==> config.mk <==
export PLATFORM = sky130hd
export DESIGN_NAME = reg_bank_sb
export DESIGN_NICKNAME = d
export VERILOG_FILES = /design/src/rtl/reg_bank_pkg.sv /design/src/rtl/reg_bank_sb_pend_counter.sv /design/src/rtl/reg_bank_sb.sv
export SDC_FILE = /design/constraint.sdc
export NUM_CORES = 2
export LEC_CHECK = 0
export CAP_MARGIN = 30
export CORE_MARGIN = 5
export CORE_UTILIZATION = 50
export DETAILED_ROUTE_END_ITERATION = 16
export HOLD_SLACK_MARGIN = 0.1
export PLACE_DENSITY_LB_ADDON = 0.05
export SYNTH_ARGS = -nofsm -noshare
export SYNTH_HDL_FRONTEND = slang
export SYNTH_SLANG_ARGS = --single-unit
==> constraint.sdc <==
create_clock -name clk -period 5.72 [get_ports clk]
set_input_delay 1.144 -clock clk [delete_from_list [all_inputs] [get_ports clk]]
set_output_delay 1.144 -clock clk [all_outputs]
set_load 0.02 [all_outputs]
==> src/rtl/reg_bank_pkg.sv <==
// rtl/reg_bank_pkg.sv - shared widths and counter limits for the scoreboarded register bank
package reg_bank_pkg;

  localparam int DATA_W_DEF = 32;
  localparam int ADDR_W_DEF = 5;
  localparam int CNT_W_DEF  = 2;

  function automatic int cnt_max(input int w);
    return (1 << w) - 1;
  endfunction

  localparam int CNT_MAX_DEF = cnt_max(CNT_W_DEF);

endpackage

==> src/rtl/reg_bank_sb_pend_counter.sv <==
// rtl/reg_bank_sb_pend_counter.sv - saturating pending-write counter, holds on simultaneous inc/dec
import reg_bank_pkg::*;

module pend_counter #(
  parameter int CNT_W = CNT_W_DEF
) (
  input  logic             clk,
  input  logic             rst,
  input  logic             inc,
  input  logic             dec,
  output logic [CNT_W-1:0] count,
  output logic             underflow
);

  // A lone retire against an empty counter is reported, never wrapped.
  assign underflow = dec & ~inc & (count == '0);

  always_ff @(posedge clk or negedge rst) begin
    if (!rst) begin
      count <= '0;
    end else if (inc && !dec && count != '1) begin
      count <= count + CNT_W'(1);
    end else if (dec && !inc && count != '0) begin
      count <= count - CNT_W'(1);
    end
  end

endmodule

==> src/rtl/reg_bank_sb.sv <==
// rtl/reg_bank_sb.sv - register bank with per-register pending-write scoreboard
// Optional write-to-read forwarding: REG_BANK_SB_BYPASS_EN
import reg_bank_pkg::*;

module reg_bank_sb #(
  parameter int DATA_W = DATA_W_DEF,
  parameter int ADDR_W = ADDR_W_DEF,
  parameter int NUM_RD = 2,
  parameter int CNT_W  = CNT_W_DEF
) (
  input  logic                     clk,
  input  logic                     rst,
  input  logic [NUM_RD*ADDR_W-1:0] rd_addr,
  input  logic [NUM_RD-1:0]        rd_use,
  output logic [NUM_RD*DATA_W-1:0] rd_data,
  output logic [NUM_RD-1:0]        rd_busy,
  output logic                     stall,
  input  logic                     iss_valid,
  input  logic [ADDR_W-1:0]        iss_dst,
  output logic                     iss_ready,
  input  logic                     wr_en,
  input  logic [ADDR_W-1:0]        wr_addr,
  input  logic [DATA_W-1:0]        wr_data,
  output logic                     sb_err
);

  localparam int DEPTH = 2 ** ADDR_W;
  localparam logic [CNT_W-1:0] CNT_MAX = CNT_W'(cnt_max(CNT_W));

  logic [DATA_W-1:0] regs [DEPTH];
  logic [CNT_W-1:0]  cnt  [DEPTH];
  logic [DEPTH-1:0]  uflow;
  logic              retire;
  logic              issue;

  assign retire = wr_en && (wr_addr != '0);
  // A same-cycle retire frees the slot, so a full counter can still accept.
  assign iss_ready = (iss_dst == '0) || (cnt[iss_dst] != CNT_MAX) ||
                     (retire && (wr_addr == iss_dst));
  assign issue = iss_valid && iss_ready && (iss_dst != '0);

  for (genvar g = 0; g < DEPTH; g++) begin : g_cnt
    pend_counter #(.CNT_W(CNT_W)) u_cnt (
      .clk       (clk),
      .rst       (rst),
      .inc       (issue && (iss_dst == ADDR_W'(g))),
      .dec       (retire && (wr_addr == ADDR_W'(g))),
      .count     (cnt[g]),
      .underflow (uflow[g])
    );
  end

  always_ff @(posedge clk or negedge rst) begin
    if (!rst) begin
      for (int i = 0; i < DEPTH; i++) regs[i] <= '0;
    end else if (retire) begin
      regs[wr_addr] <= wr_data;
    end
  end

  always_ff @(posedge clk or negedge rst) begin
    if (!rst)        sb_err <= 1'b0;
    else if (|uflow) sb_err <= 1'b1;
  end

  always_comb begin
    logic [ADDR_W-1:0] ra;
    ra      = '0;
    rd_data = '0;
    rd_busy = '0;
    for (int p = 0; p < NUM_RD; p++) begin
      ra = rd_addr[p*ADDR_W +: ADDR_W];
      if (rst && ra != '0) begin
        rd_data[p*DATA_W +: DATA_W] = regs[ra];
        rd_busy[p] = (cnt[ra] != '0);
`ifdef REG_BANK_SB_BYPASS_EN
        if (retire && wr_addr == ra) begin
          rd_data[p*DATA_W +: DATA_W] = wr_data;
          if (cnt[ra] == CNT_W'(1)) rd_busy[p] = 1'b0;
        end
`endif
      end
    end
  end

  assign stall = |(rd_use & rd_busy);

endmodule

### Word level (Yosys, flattened, before mapping)

Cells that the tools add are included.
W data, S select, Z words.

| word-level totals | value |
|---|---|
| flip-flop bits (word level) | 1,089 |
| input bits | 58 |

| operators by class | value |
|---|---|
| $add $sub $neg | 64 |
| magnitude comparators | 5 |
| equality and inequality tests | 96 |
| multiplexer cells | 86 |
| bitwise logic cells | 101 |
| reduce and logical (&&, ||, !) cells | 371 |

Operator list:

| operator | number |
|---|---|
| $bwmux W1024 | 1 |
| $bmux W32 S5 | 2 |
| $mux W32 | 7 |
| $logic_and A1 B1 Y1 | 199 |
| $demux W32 S5 | 1 |
| $eq A5 B5 Y1 const B | 32 |
| $mux W2 | 70 |
| $reduce_bool A2 Y1 | 66 |
| $eq A5 B4 Y1 const B | 16 |
| $ne A2 B2 Y1 const B | 33 |
| $add A2 B1 Y2 const B | 32 |
| $and A1 B1 Y1 | 64 |
| $logic_not A1 Y1 | 64 |
| $logic_not A2 Y1 | 32 |
| $sub A2 B1 Y2 const B | 32 |
| $eq A5 B3 Y1 const B | 8 |
| $not A1 Y1 | 32 |
| $reduce_or A32 Y1 | 1 |
| $bmux W2 S5 | 3 |
| $ge A6 B6 Y1 const B | 4 |
| $not A5 Y6 | 4 |
| $eq A5 B2 Y1 const B | 4 |
| $reduce_bool A5 Y1 | 4 |
| $eq A5 B1 Y1 const B | 2 |
| 7 further kinds | 10 |

### Longest topological paths before layout

| logic depth | value |
|---|---|
| word-level depth | 15 |
| gate-level depth with buffers | 13 |
| depth with buffers taken out | 8 |

### By module

A second synthesis with hierarchy kept.

| unflattened totals | value |
|---|---|
| cells, all modules | 5,978 |
| area total of the unflattened synthesis | 60,805.8 µm² |

By module, submodules not included:

| module | instances | cells an instance | area an instance (µm²) | sequential area each (µm²) |
|---|---|---|---|---|
| reg_bank_sb | 1 | 5,562 | 57,002.2 | 25,649.6 |
| pend_counter | 32 | 13 | 118.9 | 50.0 |

### Worst setup path before layout

Ideal clock, no wire load.

| timing path | value |
|---|---|
| path kind | in2out |
| start | input port rd_addr[2] |
| end | output port stall |
| arrival | 3,685 ps |
| path slack | 891 ps |
| stages | 6 |
| cell sequence | buf_1 mux4_2 mux4_2 nor2b_1 a211oi_1 a22o_1 |

| on the way | value |
|---|---|
| longest elaborated chain between the ends | 8 |

RTL lines:

| item | RTL line | source |
|---|---|---|
| start, declared | reg_bank_sb.sv:13 | `input logic [NUM_RD*ADDR_W-1:0] rd_addr,` |
| $not A5 Y6 (not written as such) | reg_bank_sb.sv:75 | `rd_busy[p] = (cnt[ra] != '0);` |
| $bmux W2 S5 | reg_bank_sb.sv:75 |  |
| $mux W2 (not written as such) (2 in a row) | reg_bank_sb.sv:75 |  |
| $reduce_bool A2 Y1 | reg_bank_sb.sv:75 |  |
| $mux W1 (*) | reg_bank_sb.sv:73 | `if (rst && ra != '0) begin` |
| named net rd_busy[0] | reg_bank_sb.sv:16 | `output logic [NUM_RD-1:0] rd_busy,` |
| $and A2 B2 Y2 (*) | reg_bank_sb.sv:86 | `assign stall = \|(rd_use & rd_busy);` |
| $reduce_or A2 Y1 (*) | reg_bank_sb.sv:86 |  |
| end, declared | reg_bank_sb.sv:17 | `output logic stall,` |

The timed path passes the listed nets; every way through them passes the cells marked *. The select of a mux whose other input is x is not followed.

### Final worst setup path

| timing path | value |
|---|---|
| start | input port rd_addr[0] |
| end | output port rd_data[21] |

| on the way | value |
|---|---|
| longest elaborated chain between the ends | 5 |

RTL lines:

| item | RTL line | source |
|---|---|---|
| $not A5 Y6 (not written as such) | reg_bank_sb.sv:74 | `rd_data[p*DATA_W +: DATA_W] = regs[ra];` |
| $bmux W32 S5 | reg_bank_sb.sv:74 |  |
| $mux W32 (not written as such) (2 in a row) | reg_bank_sb.sv:74 |  |
| $mux W32 (*) | reg_bank_sb.sv:73 |  |
| end, declared | reg_bank_sb.sv:15 | `output logic [NUM_RD*DATA_W-1:0] rd_data,` |

Mark *: on every way between the ends. The rest lies on a longest branch, timed or not. The select of a mux whose other input is x is not followed.

==> reports/qor.txt <==
total number of vias: 44330
hold_buf cts: 0
unrepaired setup endpoints after global routing: false
IO buf count: 126
fin crit share: 0.9140
Cell Area, Synth: 0.06002 mm2
Psw: 6.763 mW
clock tree buffer depth: 3
row count: 127
DR iter-0 viols: 4121
Max-cap violations: 0
gpl congestion: 0.9482
Initial Util: 0.5016
worst hold slack: 258.9 ps
number of distinct library cells after synthesis: 69
CP max FO: 25
setup_tns: 0 ps
setup violators final: 0
Storage cell area: 0.02725 mm2
fin crit period: 5228 ps
Die Area: 0.1271 mm2
WL final: 208.6 mm
Die Width: 356.5 um
Worst-Skew Late Latency: 770 ps
status: finished clean
vias in the first global route: 44080
Post-synth ARST share: 1.000
Worst-path clk slew: 50 ps
most frequent cells in the layout: dfrtp_1 (1089), mux2_2 (1024), mux2i_1 (386), a21oi_1 (386), nand2_1 (334)
drc violations: 0
fmax: 191.3 MHz
Critical Path AT: 4080 ps
largest net degree at the start of global routing: 149
CTS tree: built
Mapped Cells: 4981
critical path required time: 4580 ps
clk_skew: 14.57 ps
drt pass-1 iters: 5
Int Power: 17.08 mW
htree depth: 4
Layout Utilization: 0.5750
post_cts resized: 0
mean area per synthesized cell: 12.05 um2
Nets: 5007
CTS root buf: clkbuf_16
Rel. slew slack: 0.2631
Flop pwr share: 0.431
CTS sink cnt: 1089
Num CTS Buffers: 131
Seq cells post-synth: 1089
global-route wire length before repair: 308.3 mm
GR Overflow Total: 0
Hold Path Class: in -> async
Core Area: 0.1197 mm2
startpoint types: input port
Syn Nets: 5039
most common cell after layout, fill and taps aside: dfrtp_1
ys flop type: dfrtp_1
Post-synth EDFFs: 0
initial antenna violation count: 21
Tot GR Track Use: 0.3290
Clk pwr share: 0.364
Post-CTS Setup Repair Bufs: 0
register area share after synthesis: 0.4540
DRT antenna net count: 0
multi-input logic area: 0.03097 mm2
io pins: 127
fill cell count: 9935
Die Ht: 356.5 um
fraction of layout cells with a size suffix above 1: 0.3603
switching part of the total: 0.2836
max-slew violation count: 0
Static Leak: 30.09 nW
worst vdd ir: 344.1 uV
pwr dens: 346.6 mW/mm2
Routed WL per cell: 31.25 um
yosys warns: 0
CP Capture Type: output port
Final Hold Vio Count: 0
post-DP HPWL: 123.6 mm
Via density: 6.642
Gate power share: 0.205
area grow syn2layout: 14.63%
CP Class: in -> out
worst slew pin tran: 1102 ps
==> flip-flops by register name, summed over array words and instances (netlist names) <==
register and count:
regs 1024, g_cnt.u_cnt.count 64, sb_err 1
==> layout make-up <==
cell class | count | area share
multi-input combinational | 3351 | 0.4501
sequential | 1089 | 0.3961
timing repair buffer | 346 | 0.05772
clock buffer | 191 | 0.05608
tap | 1612 | 0.02932
clock inverter | 45 | 0.008656
inverter | 30 | 0.001637
antenna | 10 | 0.0003637
==> cell usage after synthesis, drive strengths merged, types with 6 or more instances <==
cell type / number / area [um2]
dfrtp: 1089 / 27250
nor3: 81 / 405.4
a22o: 10 / 87.58
nor2b: 12 / 75.07
or4: 6 / 48.80
mux2: 1024 / 11530
nand2: 345 / 1295
nor2: 208 / 785.8
a211oi: 12 / 90.09
nand4: 10 / 62.56
clkbuf: 396 / 1486
o31ai: 15 / 147.6
or3: 8 / 50.05
o22ai: 128 / 800.8
and3: 6 / 37.54
inv: 29 / 108.9
mux2i: 386 / 3864
nand3: 19 / 95.09
buf: 115 / 505.5
o221ai: 128 / 1121
mux4: 292 / 6576
nand2b: 8 / 50.05
a21oi: 386 / 1932
o21ai: 183 / 915.9
o211ai: 6 / 50.05
==> critical path, stage by stage <==
cell and delay (ps):
buf_8 320, buf_12 260, buf_4 250, mux2_2 350, a21oi_1 130, o21ai_0 150
o22ai_1 200, nor2_1 60, a21oi_1 400, buf_4 190, nor2_1 30, clkdlybuf4s50_1 540
==> power by group through the flow <==
| stage | sequential [mW] | combinational, mW | clock, mW |
|---|---|---|---|
| 6_report | 10.3 | 4.89 | 8.67 |
| 5_1_grt | 10.5 | 5.29 | 9.15 |
| 4_1_cts | 10.2 | 4.87 | 8.81 |
| 3_5_place_dp | 10.4 | 4.85 | 0 |
| 3_3_place_gp | 10.3 | 4.73 | 0 |
| 2_1_floorplan | 10.0 | 3.57 | 0 |
==> worst paths after layout <==
check                                                startpoint                     end  slack [ps]  depth (start not counted)
min in group clk                         regs[1005]$_DFFE_PN0P_  regs[1005]$_DFFE_PN0P_         390                          0
hold reg to reg                          regs[1005]$_DFFE_PN0P_  regs[1005]$_DFFE_PN0P_         390                          0
hold / removal                                              rst   regs[839]$_DFFE_PN0P_         260                          1
max in group asynchronous                                   rst   regs[172]$_DFFE_PN0P_        2540                          4
setup reg to reg           g_cnt[16].u_cnt.count[0]$_DFFE_PN0P_      sb_err$_DFFE_PN0P_        2330                          8
setup / recovery                                     rd_addr[0]             rd_data[21]         490                         12
==> cell families after synthesis <==
kind of cell / count (synthesis) / synth area share
mux: 1702 / 0.3661
flops: 1089 / 0.4540
compound gates: 912 / 0.09214
simple gates: 732 / 0.05195
buf+inv: 541 / 0.03506
xor+xnor: 5 / 0.0007296
==> through the flow <==
step	instances	setup WS, ps	power, mW	cell area (um2)
floorplan	4981	891.4	13.58	60020
global placement	6397	503.0	15.03	63690
detailed placement	6424	505.6	15.22	64230
CTS	6660	502.3	23.92	68680
global route	6670	317.9	24.90	68790
finish	6674	491.7	23.85	68800
==> layer usage <==
metal  vias to the layer above  GRT usage  share of wire
met2                      1875     0.5039           0.45
met4                         6     0.1113          0.035
met1                     23410     0.4729           0.43
li1                      18630          -              -
met5                         -          0        0.00016
met3                       413    0.06533          0.080
(Power assumes the default switching activity.)
